File: src/rtl/apb_to_obi_intf_pkg.sv
// Shared widths and the request bundle for the APB-to-OBI bridge and its bus interfaces.
// Widths follow the connected buses: 32-bit address/data, 4-bit byte strobe.
package apb_to_obi_intf_pkg;

    localparam int unsigned ADDR_W = 32;
    localparam int unsigned DATA_W = 32;
    localparam int unsigned STRB_W = DATA_W / 8;
    localparam int unsigned PROT_W = 3;
    localparam int unsigned AID_W  = 1;
    localparam int unsigned AOPT_W = 1;

    // One captured APB transfer, replayed verbatim as an OBI address phase.
    typedef struct packed {
        logic [ADDR_W-1:0] addr;
        logic              we;
        logic [DATA_W-1:0] wdata;
        logic [STRB_W-1:0] be;
    } obi_req_t;

endpackage

File: src/rtl/APB.sv
// APB bus bundle: requester drives the select/address/data group, completer drives the response.
interface APB;

    logic                                     psel;
    logic                                     penable;
    logic [apb_to_obi_intf_pkg::ADDR_W-1:0]   paddr;
    logic                                     pwrite;
    logic [apb_to_obi_intf_pkg::DATA_W-1:0]   pwdata;
    logic [apb_to_obi_intf_pkg::STRB_W-1:0]   pstrb;
    logic [apb_to_obi_intf_pkg::PROT_W-1:0]   pprot;
    logic                                     pready;
    logic [apb_to_obi_intf_pkg::DATA_W-1:0]   prdata;
    logic                                     pslverr;

    modport Slave (
        input  psel, penable, paddr, pwrite, pwdata, pstrb, pprot,
        output pready, prdata, pslverr
    );

    modport Master (
        output psel, penable, paddr, pwrite, pwdata, pstrb, pprot,
        input  pready, prdata, pslverr
    );

endinterface

File: src/rtl/OBI_BUS.sv
// OBI bus bundle. Handshake: an address phase transfers on a cycle with req=1 and gnt=1;
// a response transfers on a cycle with rvalid=1 and rready=1, never in its own grant cycle.
interface OBI_BUS;

    logic                                     req;
    logic                                     gnt;
    logic [apb_to_obi_intf_pkg::ADDR_W-1:0]   addr;
    logic                                     we;
    logic [apb_to_obi_intf_pkg::STRB_W-1:0]   be;
    logic [apb_to_obi_intf_pkg::DATA_W-1:0]   wdata;
    logic [apb_to_obi_intf_pkg::AID_W-1:0]    aid;
    logic [apb_to_obi_intf_pkg::AOPT_W-1:0]   a_optional;
    logic                                     reqpar;
    logic                                     rvalid;
    logic                                     rready;
    logic                                     rreadypar;
    logic [apb_to_obi_intf_pkg::DATA_W-1:0]   rdata;
    logic                                     err;

    modport Manager (
        output req, addr, we, be, wdata, aid, a_optional, reqpar, rready, rreadypar,
        input  gnt, rvalid, rdata, err
    );

    modport Subordinate (
        input  req, addr, we, be, wdata, aid, a_optional, reqpar, rready, rreadypar,
        output gnt, rvalid, rdata, err
    );

endinterface

File: src/rtl/apb_to_obi_intf.sv
// APB completer that replays each APB transfer as one OBI request/response pair.
// One transaction in flight; OBI address phase and APB response are both driven from registers.
module apb_to_obi_intf
    import apb_to_obi_intf_pkg::*;
(
    input  logic       clk_i,
    input  logic       rst_ni,
    APB.Slave          apb_i,
    OBI_BUS.Manager    obi_o,
    output logic [1:0] dbg_state
);

    typedef enum logic [1:0] {
        IDLE = 2'd0,
        REQ  = 2'd1,
        RESP = 2'd2,
        DONE = 2'd3
    } state_e;

    state_e            state_q;
    state_e            state_d;
    obi_req_t          req_q;
    logic [DATA_W-1:0] prdata_q;
    logic              pslverr_q;

    logic              launch;
    logic              capture;

    // penable and pprot carry no information the bridge needs: launch happens on the setup cycle.
    logic              unused_apb;
    assign unused_apb = ^{apb_i.penable, apb_i.pprot};

    assign launch  = (state_q == IDLE) && apb_i.psel;
    assign capture = (state_q == RESP) && obi_o.rvalid;

    always_ff @(posedge clk_i or negedge rst_ni) begin
        if (!rst_ni) begin
            state_q <= IDLE;
        end else begin
            state_q <= state_d;
        end
    end

    // A dropped psel does not abort: once launched, the OBI transaction always runs to DONE.
    always_comb begin
        state_d = state_q;
        case (state_q)
            IDLE: begin
                if (apb_i.psel) begin
                    state_d = REQ;
                end
            end
            REQ: begin
                if (obi_o.gnt) begin
                    state_d = RESP;
                end
            end
            RESP: begin
                if (obi_o.rvalid) begin
                    state_d = DONE;
                end
            end
            DONE: begin
                state_d = IDLE;
            end
            default: begin
                state_d = IDLE;
            end
        endcase
    end

    always_ff @(posedge clk_i or negedge rst_ni) begin
        if (!rst_ni) begin
            req_q <= '0;
        end else if (launch) begin
            req_q.addr  <= apb_i.paddr;
            req_q.we    <= apb_i.pwrite;
            req_q.wdata <= apb_i.pwdata;
            req_q.be    <= apb_i.pstrb;
        end
    end

    // rdata is kept on writes too; APB simply ignores prdata for a write.
    always_ff @(posedge clk_i or negedge rst_ni) begin
        if (!rst_ni) begin
            prdata_q  <= '0;
            pslverr_q <= 1'b0;
        end else if (capture) begin
            prdata_q  <= obi_o.rdata;
            pslverr_q <= obi_o.err;
        end
    end

    always_comb begin
        obi_o.req     = 1'b0;
        apb_i.pready  = 1'b0;
        apb_i.pslverr = 1'b0;
        case (state_q)
            REQ: begin
                obi_o.req = 1'b1;
            end
            DONE: begin
                apb_i.pready  = 1'b1;
                apb_i.pslverr = pslverr_q;
            end
            default: begin
            end
        endcase
    end

    assign obi_o.addr       = req_q.addr;
    assign obi_o.we         = req_q.we;
    assign obi_o.wdata      = req_q.wdata;
    assign obi_o.be         = req_q.be;
    assign obi_o.rready     = 1'b1;
    assign obi_o.reqpar     = 1'b0;
    assign obi_o.rreadypar  = 1'b0;
    assign obi_o.aid        = '0;
    assign obi_o.a_optional = '0;

    assign apb_i.prdata = prdata_q;
    assign dbg_state    = state_q;

endmodule

File: src/flat_wrapper.sv
// flat-port wrapper written by rule: the top's interface ports become plain ports
module apb_to_obi_intf_flat import apb_to_obi_intf_pkg::*;
  (clk_i, rst_ni, dbg_state, apb_i_psel, apb_i_penable, apb_i_paddr, apb_i_pwrite, apb_i_pwdata, apb_i_pstrb, apb_i_pprot, apb_i_pready, apb_i_prdata, apb_i_pslverr, obi_o_req, obi_o_addr, obi_o_we, obi_o_be, obi_o_wdata, obi_o_aid, obi_o_a_optional, obi_o_reqpar, obi_o_rready, obi_o_rreadypar, obi_o_gnt, obi_o_rvalid, obi_o_rdata, obi_o_err);
  APB apb_i_i ();
  OBI_BUS obi_o_i ();
  input  logic clk_i;
  input  logic rst_ni;
  output logic [1:0] dbg_state;
  input wire logic [$bits(apb_i_i.psel)-1:0] apb_i_psel;
  input wire logic [$bits(apb_i_i.penable)-1:0] apb_i_penable;
  input wire logic [$bits(apb_i_i.paddr)-1:0] apb_i_paddr;
  input wire logic [$bits(apb_i_i.pwrite)-1:0] apb_i_pwrite;
  input wire logic [$bits(apb_i_i.pwdata)-1:0] apb_i_pwdata;
  input wire logic [$bits(apb_i_i.pstrb)-1:0] apb_i_pstrb;
  input wire logic [$bits(apb_i_i.pprot)-1:0] apb_i_pprot;
  output wire logic [$bits(apb_i_i.pready)-1:0] apb_i_pready;
  output wire logic [$bits(apb_i_i.prdata)-1:0] apb_i_prdata;
  output wire logic [$bits(apb_i_i.pslverr)-1:0] apb_i_pslverr;
  output wire logic [$bits(obi_o_i.req)-1:0] obi_o_req;
  output wire logic [$bits(obi_o_i.addr)-1:0] obi_o_addr;
  output wire logic [$bits(obi_o_i.we)-1:0] obi_o_we;
  output wire logic [$bits(obi_o_i.be)-1:0] obi_o_be;
  output wire logic [$bits(obi_o_i.wdata)-1:0] obi_o_wdata;
  output wire logic [$bits(obi_o_i.aid)-1:0] obi_o_aid;
  output wire logic [$bits(obi_o_i.a_optional)-1:0] obi_o_a_optional;
  output wire logic [$bits(obi_o_i.reqpar)-1:0] obi_o_reqpar;
  output wire logic [$bits(obi_o_i.rready)-1:0] obi_o_rready;
  output wire logic [$bits(obi_o_i.rreadypar)-1:0] obi_o_rreadypar;
  input wire logic [$bits(obi_o_i.gnt)-1:0] obi_o_gnt;
  input wire logic [$bits(obi_o_i.rvalid)-1:0] obi_o_rvalid;
  input wire logic [$bits(obi_o_i.rdata)-1:0] obi_o_rdata;
  input wire logic [$bits(obi_o_i.err)-1:0] obi_o_err;
  assign apb_i_i.psel = apb_i_psel;
  assign apb_i_i.penable = apb_i_penable;
  assign apb_i_i.paddr = apb_i_paddr;
  assign apb_i_i.pwrite = apb_i_pwrite;
  assign apb_i_i.pwdata = apb_i_pwdata;
  assign apb_i_i.pstrb = apb_i_pstrb;
  assign apb_i_i.pprot = apb_i_pprot;
  assign apb_i_pready = apb_i_i.pready;
  assign apb_i_prdata = apb_i_i.prdata;
  assign apb_i_pslverr = apb_i_i.pslverr;
  assign obi_o_req = obi_o_i.req;
  assign obi_o_addr = obi_o_i.addr;
  assign obi_o_we = obi_o_i.we;
  assign obi_o_be = obi_o_i.be;
  assign obi_o_wdata = obi_o_i.wdata;
  assign obi_o_aid = obi_o_i.aid;
  assign obi_o_a_optional = obi_o_i.a_optional;
  assign obi_o_reqpar = obi_o_i.reqpar;
  assign obi_o_rready = obi_o_i.rready;
  assign obi_o_rreadypar = obi_o_i.rreadypar;
  assign obi_o_i.gnt = obi_o_gnt;
  assign obi_o_i.rvalid = obi_o_rvalid;
  assign obi_o_i.rdata = obi_o_rdata;
  assign obi_o_i.err = obi_o_err;
  apb_to_obi_intf u_core (.clk_i(clk_i), .rst_ni(rst_ni), .apb_i(apb_i_i), .obi_o(obi_o_i), .dbg_state(dbg_state));
endmodule
File: config.mk
export PLATFORM = sky130hd
export DESIGN_NAME = apb_to_obi_intf_flat
export DESIGN_NICKNAME = d
export VERILOG_FILES = /design/src/rtl/apb_to_obi_intf_pkg.sv /design/src/rtl/APB.sv /design/src/rtl/OBI_BUS.sv /design/src/rtl/apb_to_obi_intf.sv /design/src/flat_wrapper.sv
export SDC_FILE = /design/constraint.sdc
export NUM_CORES = 1
export LEC_CHECK = 0
export ABC_AREA = 1
export ABC_CLOCK_PERIOD_IN_PS = 1600
export CORE_MARGIN = 2
export CORE_UTILIZATION = 40
export DETAILED_ROUTE_END_ITERATION = 8
export MAX_ROUTING_LAYER = met4
export PLACE_DENSITY_LB_ADDON = 0.05
export SYNTH_ARGS = -nofsm -noshare
export SYNTH_HDL_FRONTEND = slang
export SYNTH_SLANG_ARGS = --single-unit
File: constraint.sdc
create_clock -name clk_i -period 1.6 [get_ports clk_i]
set_input_delay 0.24 -clock clk_i [delete_from_list [all_inputs] [get_ports clk_i]]
set_output_delay 0.24 -clock clk_i [all_outputs]
set_load 0.01 [all_outputs]
# Word-level counts from Yosys, hierarchy flattened
# Cells that the tools add are included.
# totals
latch_bits	0
ramBits	0
n_memories	0
in_bits	111
mem_bits_ro	0
register_bits	104
# classes
n_addsub	0
reduce_logical	4
n_shift	0
order_cmp	0
multipliers	0
eq_ne	6
div_mod_pow	0
mux	7
bitwise	0
# ops
operator	n
2-bit one-hot mux with 4 select lines	1
2-bit two-way mux	3
2-bit inequality test, second input constant	3
2-bit == test, second input constant	2
1-bit two-way mux	3
3-bit AND reduction	1
2-bit by 1-bit == test with 1-bit output, second input constant	1
1-bit logical AND	2
2-bit logical NOT	1

# Logic depth before layout (Yosys ltp)
# Gate-level depths: netlist of the first run.
# depth
word_depth	3
depth_mapped	8

# Worst setup path after synthesis of the first run
# OpenSTA, ideal clock, no wires.
# synth_path
kind	register -> register
from	reg u_core.state_q[0] (netlist: u_core.dbg_state[0])
to	reg u_core.state_q[0] (netlist: u_core.dbg_state[0])
setup_ps	118
arrival_ps	1199
n_path_buf	2
slack_ps	283
required_ps	1482
path_stages_with_launch	9
cell_sequence	dfrtp_1 inv_1 ha_1 buf_4 buf_4 inv_1 nand2_1 nand4_1 nand2_1
# synth_between
elab_chain_len	3
elab_cells_between_ends	9
# synth_lines
item	line_no	source
start, declared	apb_to_obi_intf.sv:20	state_e state_q;
start signal, assigned	apb_to_obi_intf.sv:40	state_q <= state_d;
2-bit == test, or another cell as far along	apb_to_obi_intf.sv:47	case (state_q)
2-bit inequality test (no line)	-	
3-bit AND reduction (no line)	-	
# Several ways; a longest one is shown, not always the timed one.
# A chain may end at the register's enable or synchronous reset.

# Worst setup path after layout of the first run
# layout_path
from	reg u_core.state_q[1] (netlist: u_core.dbg_state[1])
to	out obi_o_req
# layout_between
elab_chain_len	2
# layout_lines
item	line_no	source
2-bit by 1-bit == test with 1-bit output	apb_to_obi_intf.sv:98	case (state_q)
1-bit two-way mux	apb_to_obi_intf.sv:98	
end, declared	flat_wrapper.sv:19	output wire logic [$bits(obi_o_i.req)-1:0] obi_o_req;
# No other way between the ends.

==> results of run 1 <==
==> cell type report <==
| type | count | area (um2) |
|---|---|---|
| clock buffer | 12 | 155 |
| inverter | 8 | 30.0 |
| clock inverter | 3 | 17.5 |
| fill | 900 | 3500 |
| timing repair buffer | 239 | 2450 |
| multi-input combinational | 329 | 1450 |
| sequential | 104 | 2600 |
| tap | 136 | 170 |
==> worst max-delay path, cell delays in order (launching register included) <==
cell	delay [ns]
dfrtp_1	0.40
buf_4	0.16
inv_2	0.08
ha_2	0.19
buf_6	0.11
==> sequential cells by signal, summed over array words and instances, names as in the netlist <==
signal and flops:
u_core.apb_i.prdata 32, u_core.dbg_state 2, u_core.obi_o.addr 32, u_core.obi_o.be 4, u_core.obi_o.wdata 32, u_core.obi_o.we 1, u_core.pslverr_q 1
==> Yosys cell counts, drive strengths merged <==
cell type | number | area, um2
dfrtp | 104 | 2600
nand2 | 215 | 815
ha | 4 | 50.1
conb | 2 | 7.51
buf | 39 | 240
nand3 | 103 | 515
inv | 8 | 30.0
nand4 | 2 | 12.5
==> layer usage <==
metal | vias up | part of all wire
li1 | 1925 | -
met1 | 1872 | 0.44
met2 | 144 | 0.47
met3 | 19 | 0.067
met4 | 0 | 0.021
met5 | - | 0
==> final timing paths <==
| path | cells after the start | start | endpoint |
|---|---|---|---|
| min in group asynchronous | 2 | rst_ni | u_core.obi_o.wdata[2] |
| worst max register to register | 8 | u_core.dbg_state[0] | u_core.obi_o.addr[12] |
| worst min-delay path | 3 | apb_i_psel | u_core.obi_o.wdata[29] |
| max in group asynchronous | 3 | rst_ni | u_core.apb_i.prdata[3] |
| worst min register to register | 2 | u_core.apb_i.prdata[28] | u_core.apb_i.prdata[28] |
| worst max-delay path | 4 | u_core.dbg_state[1] | obi_o_req |
==> logic make-up after synthesis <==
group,after synthesis
simple gates,320
fa+ha+maj,4
other cells,2
flops,104
buf+inv,47
==> metrics by stage <==
step / hold WS [ns] / power (W) / instances
floorplan: -0.0556 / 0.00718 / 480
global placement: 0.254 / 0.0104 / 806
detailed placement: 0.258 / 0.0106 / 806
CTS: 0.276 / 0.0122 / 826
global route: 0.297 / 0.0133 / 831
finish: 0.313 / 0.0124 / 831
==> power breakdown <==
group	internal (W)	switching [W]
clock	0.000640	0.000862
combinational	0.00340	0.00298
sequential	0.00386	0.000648
==> what timing repair did <==
action,CTS,global route
resized for setup,11,13
buffers inserted,4,2
gates cloned,0,3
hold buffers,1,0
pin swaps,0,1
endpoints found under the setup margin,5,96
endpoints found under the hold margin,35,0
==> out/metrics.yaml, run 1 <==
critical_path:
  cp_data_arrival_time_ns: 1.31
  endpoint_kind: "output pin"
  path_class: "reg -> out"
  r2r_slack_ns: 0.06
  start_kind: "register"
  critPathRequiredTime_ns: 1.36
  crit_fanout: 4
grt:
  grt_start_max_net_pins: 40
  gr-usage-met3: 0.0400
  grt.met1_usage: 0.266
  grt_use_met2: 0.330
  grt_pass1_vias: 3840
  grt-ovfl-total: 0
  grt_util_all_layers: 0.211
  grt_antenna_before_repair: 0
  top_usage_layer: "met2"
  grt_pass1_wl_um: 18600
sta:
  drv_slew: 0
  setup_slack_ns: 0.0462
  fin_setup_tns_ns: 0
  fmax_mhz: 644
  rsz0062_at_grt: "yes"
  fin_worst_skew_ns: 0.0116
  tightest_slew_ns: 0.531
  fin_crit_ns: 1.55
  hold_viol: 0
  setup_violations: 0
  finalCritPeriodShare: 0.971
  relSlewSlack: 0.646
routing:
  vias: 3960
  dr.pass1.iters: 4
  drc: 0
  drt-initial-drc-count: 287
  postRouteAntennaNets: 0
  wirelength_um: 12200
  wl_per_cell_um: 14.7
  vias_per_cell: 4.77
synthesis:
  synthCells: 477
  yosys_warnings: 0
  ys_seq_area_frac: 0.609
  synthXorXnorAreaFrac: 0
  syn_avg_cell_area_um2: 8.96
  ys_types: 11
  synth-simple-area-share: 0.314
  synth_area_mm2: 0.00427
  ys_ff_latch: 104
  synth_fa_ha_area_frac: 0.0117
  synthMuxAreaShare: 0
  synth_compound_area_frac: 0
  synth_top_family_by_area: "simple AND/OR/NAND/NOR gates"
clocking:
  numCtsBuffers: 9
  cts.clk_slew.worst_paths_ns: 0.10
  cts_sinks: 104
  cts_root_buf: "clkbuf_8"
  htree_levels: 3
  cts_tree: "done"
  clk-insertion-delay-late_ns: 0.36
  max-clock-path-buffers: 2
floorplan:
  core_area_mm2: 0.0104
  io-pin-count: 222
  fp.dieArea_mm2: 0.0115
  start_util: 0.412
  die_h_um: 107
  die_width_um: 107
  rows: 37
cells_and_area:
  fin_util: 0.662
  final_cell_mix: "nand2_1 (214), clkdlybuf4s50_1 (204), dfrtp_1 (104), nand3_1 (103), buf_4 (16)"
  diodes: 0
  drive_gt1_frac: 0.0719
  area_growth_pct: 60.8
  layout_commonest_cell: "nand2_1"
  fin_area_mm2: 0.00687
  final_net_count: 806
place:
  io_buffers: 212
  routabilityCongestion: 0.819
  pre_cts_ws_ns: 0.127
  hpwl_um: 8490
  place_area_mm2: 0.00651
power_and_ir_drop:
  peakVddDrop_mv: 0.868
  p_per_area_mw_per_mm2: 1800
  leakagePower_nw: 3.38
run_status:
  outcome: "finished, final reports clean"
worst_hold_path:
  hold_class: "in -> reg"
run:
  cap_violations: 0
Note: power is estimated with default switching activity, not from simulation.
==> run 2, diff against run 1 <==
--- a/config.mk
+++ b/config.mk
@@ -12,6 +12,7 @@
 export DETAILED_ROUTE_END_ITERATION = 8
 export MAX_ROUTING_LAYER = met4
 export PLACE_DENSITY_LB_ADDON = 0.05
+export RECOVER_POWER = 50
 export SYNTH_ARGS = -nofsm -noshare
 export SYNTH_HDL_FRONTEND = slang
 export SYNTH_SLANG_ARGS = --single-unit
==> run 2 against run 1 <==
Via count about the same; critical path depth unchanged; clock skew down 0.00077 ns; global-route usage unchanged; worst setup slack better by 0.0021 ns; critical endpoint unchanged; highest routed layer unchanged.
==> out/metrics.yaml, run 2 (synthesis results as in run 1) <==
critical_path:
  critPathRequiredTime_ns: 1.36
  reg2reg_to: "u_core.obi_o.addr[12]"
  crit_fanout: 4
  path_class: "reg -> out"
  r2r_slack_ns: 0.06
  start_kind: "register"
  endpoint_kind: "output pin"
  worstRegToRegCells: 8
  cp_data_arrival_time_ns: 1.31
  timing.rr.start: "u_core.dbg_state[0]"
power_and_ir_drop:
  peakVddDrop_mv: 0.868
  p_per_area_mw_per_mm2: 1810
  leakagePower_nw: 3.36
  power_w: 0.0124
worst_hold_path:
  hold_depth: 3
  hold_class: "in -> reg"
  hold-path-endpoint: "u_core.obi_o.wdata[29]"
  holdCritStartpoint: "apb_i_psel"
place:
  io_buffers: 212
  hpwl_um: 8490
  place_area_mm2: 0.00651
  placed_cells: 806
  routabilityCongestion: 0.819
sta:
  rsz0062_at_grt: "yes"
  relSlewSlack: 0.338
  fmax_mhz: 644
  fin_crit_ns: 1.55
  hold_viol: 0
  finalCritPeriodShare: 0.970
  tightest_slew_ns: 0.993
  drv_slew: 0
  fin_worst_skew_ns: 0.0109
  setup_violations: 0
clocking:
  htree_levels: 3
  numCtsBuffers: 9
  cts_tree: "done"
  clk-insertion-delay-late_ns: 0.36
  cts_sinks: 104
  max-clock-path-buffers: 2
  cts.clk_slew.worst_paths_ns: 0.10
  cts_root_buf: "clkbuf_8"
routing:
  drt-initial-drc-count: 278
  wirelength_um: 12200
  postRouteAntennaNets: 0
  vias: 3963
  dr.pass1.iters: 4
  vias_per_cell: 4.77
  drc: 0
  wl_per_cell_um: 14.7
cells_and_area:
  area_growth_pct: 60.2
  diodes: 0
  instances_no_fill: 831
  final_net_count: 806
  final_cell_mix: "nand2_1 (214), clkdlybuf4s50_1 (204), dfrtp_1 (104), nand3_1 (103), buf_4 (14)"
  layout_commonest_cell: "nand2_1"
  drive_gt1_frac: 0.0719
  fin_area_mm2: 0.00685
floorplan:
  io-pin-count: 222
  die_width_um: 107
  die_h_um: 107
  rows: 37
  start_util: 0.412
  fp.dieArea_mm2: 0.0115
  core_area_mm2: 0.0104
grt:
  grt-ovfl-total: 0
  top_usage_layer: "met2"
  gr-usage-met3: 0.0400
  grt_util_all_layers: 0.211
  grt.met1_usage: 0.266
  grt_antenna_before_repair: 0
  grt_pass1_vias: 3840
  grt_use_met2: 0.330
  grt_pass1_wl_um: 18600
  grt_start_max_net_pins: 40
run:
  cap_violations: 0
run_status:
  outcome: "finished, final reports clean"
run 2: how the worst max path moves through the flow:
stage	from	endpoint	slack, ns	cells past startpoint
after global routing	u_core.dbg_state[1]	obi_o_req	-0.02	4
after floorplan	u_core.dbg_state[0]	u_core.dbg_state[0]	0.28	8
after detailed placement	u_core.dbg_state[1]	obi_o_req	0.13	3
final	u_core.dbg_state[1]	obi_o_req	0.05	4
after CTS	u_core.dbg_state[1]	obi_o_req	-0.003	4
after global placement	u_core.dbg_state[0]	apb_i_pslverr	0.13	4
run 2: where the power goes:
group | total (W) | leakage [nW] | switching [W] | internal [W]
clock network | 0.00150 | 0.0882 | 0.000862 | 0.000640
registers | 0.00450 | 1.30 | 0.000648 | 0.00386
logic | 0.00636 | 1.98 | 0.00298 | 0.00338
run 2: area by class of cell:
type | count | area [um2]
clock buffer | 12 | 155
clock inverter | 3 | 17.5
fill | 908 | 3520
inverter | 8 | 30.0
multi-input combinational | 329 | 1450
sequential | 104 | 2600
tap | 136 | 170
timing repair buffer | 239 | 2420
run 2: timing repair:
| action | in CTS | in global routing |
|---|---|---|
| pin swaps | 0 | 1 |
| buffers inserted | 4 | 2 |
| hold endpoints to repair | 35 | 0 |
| gates resized for setup | 11 | 13 |
| cloned | 0 | 3 |
| hold buffers | 1 | 0 |
| setup endpoints to repair | 5 | 96 |
run 2: layer usage:
layer	routed length, um	up-vias
li1	-	1925
met1	5320	1874
met2	5780	145
met3	859	19
met4	257	0
met5	0	-
run 2: worst max-delay path, stage by stage, from the launching register on:
cell	delay, ns
dfrtp_1	0.40
buf_4	0.16
inv_2	0.08
ha_2	0.19
buf_6	0.11
run 2: metrics by stage:
step,setup TNS [ns],hold WS [ns],utilization,setup slack (ns)
6_report,0,0.318,0.660,0.0482
5_1_grt,-0.104,0.297,0.660,-0.0164
4_1_cts,-0.00274,0.276,0.649,-0.00274
3_5_place_dp,0,0.258,0.628,0.127
3_3_place_gp,0,0.254,0.628,0.125
2_1_floorplan,0,-0.0556,-,0.283
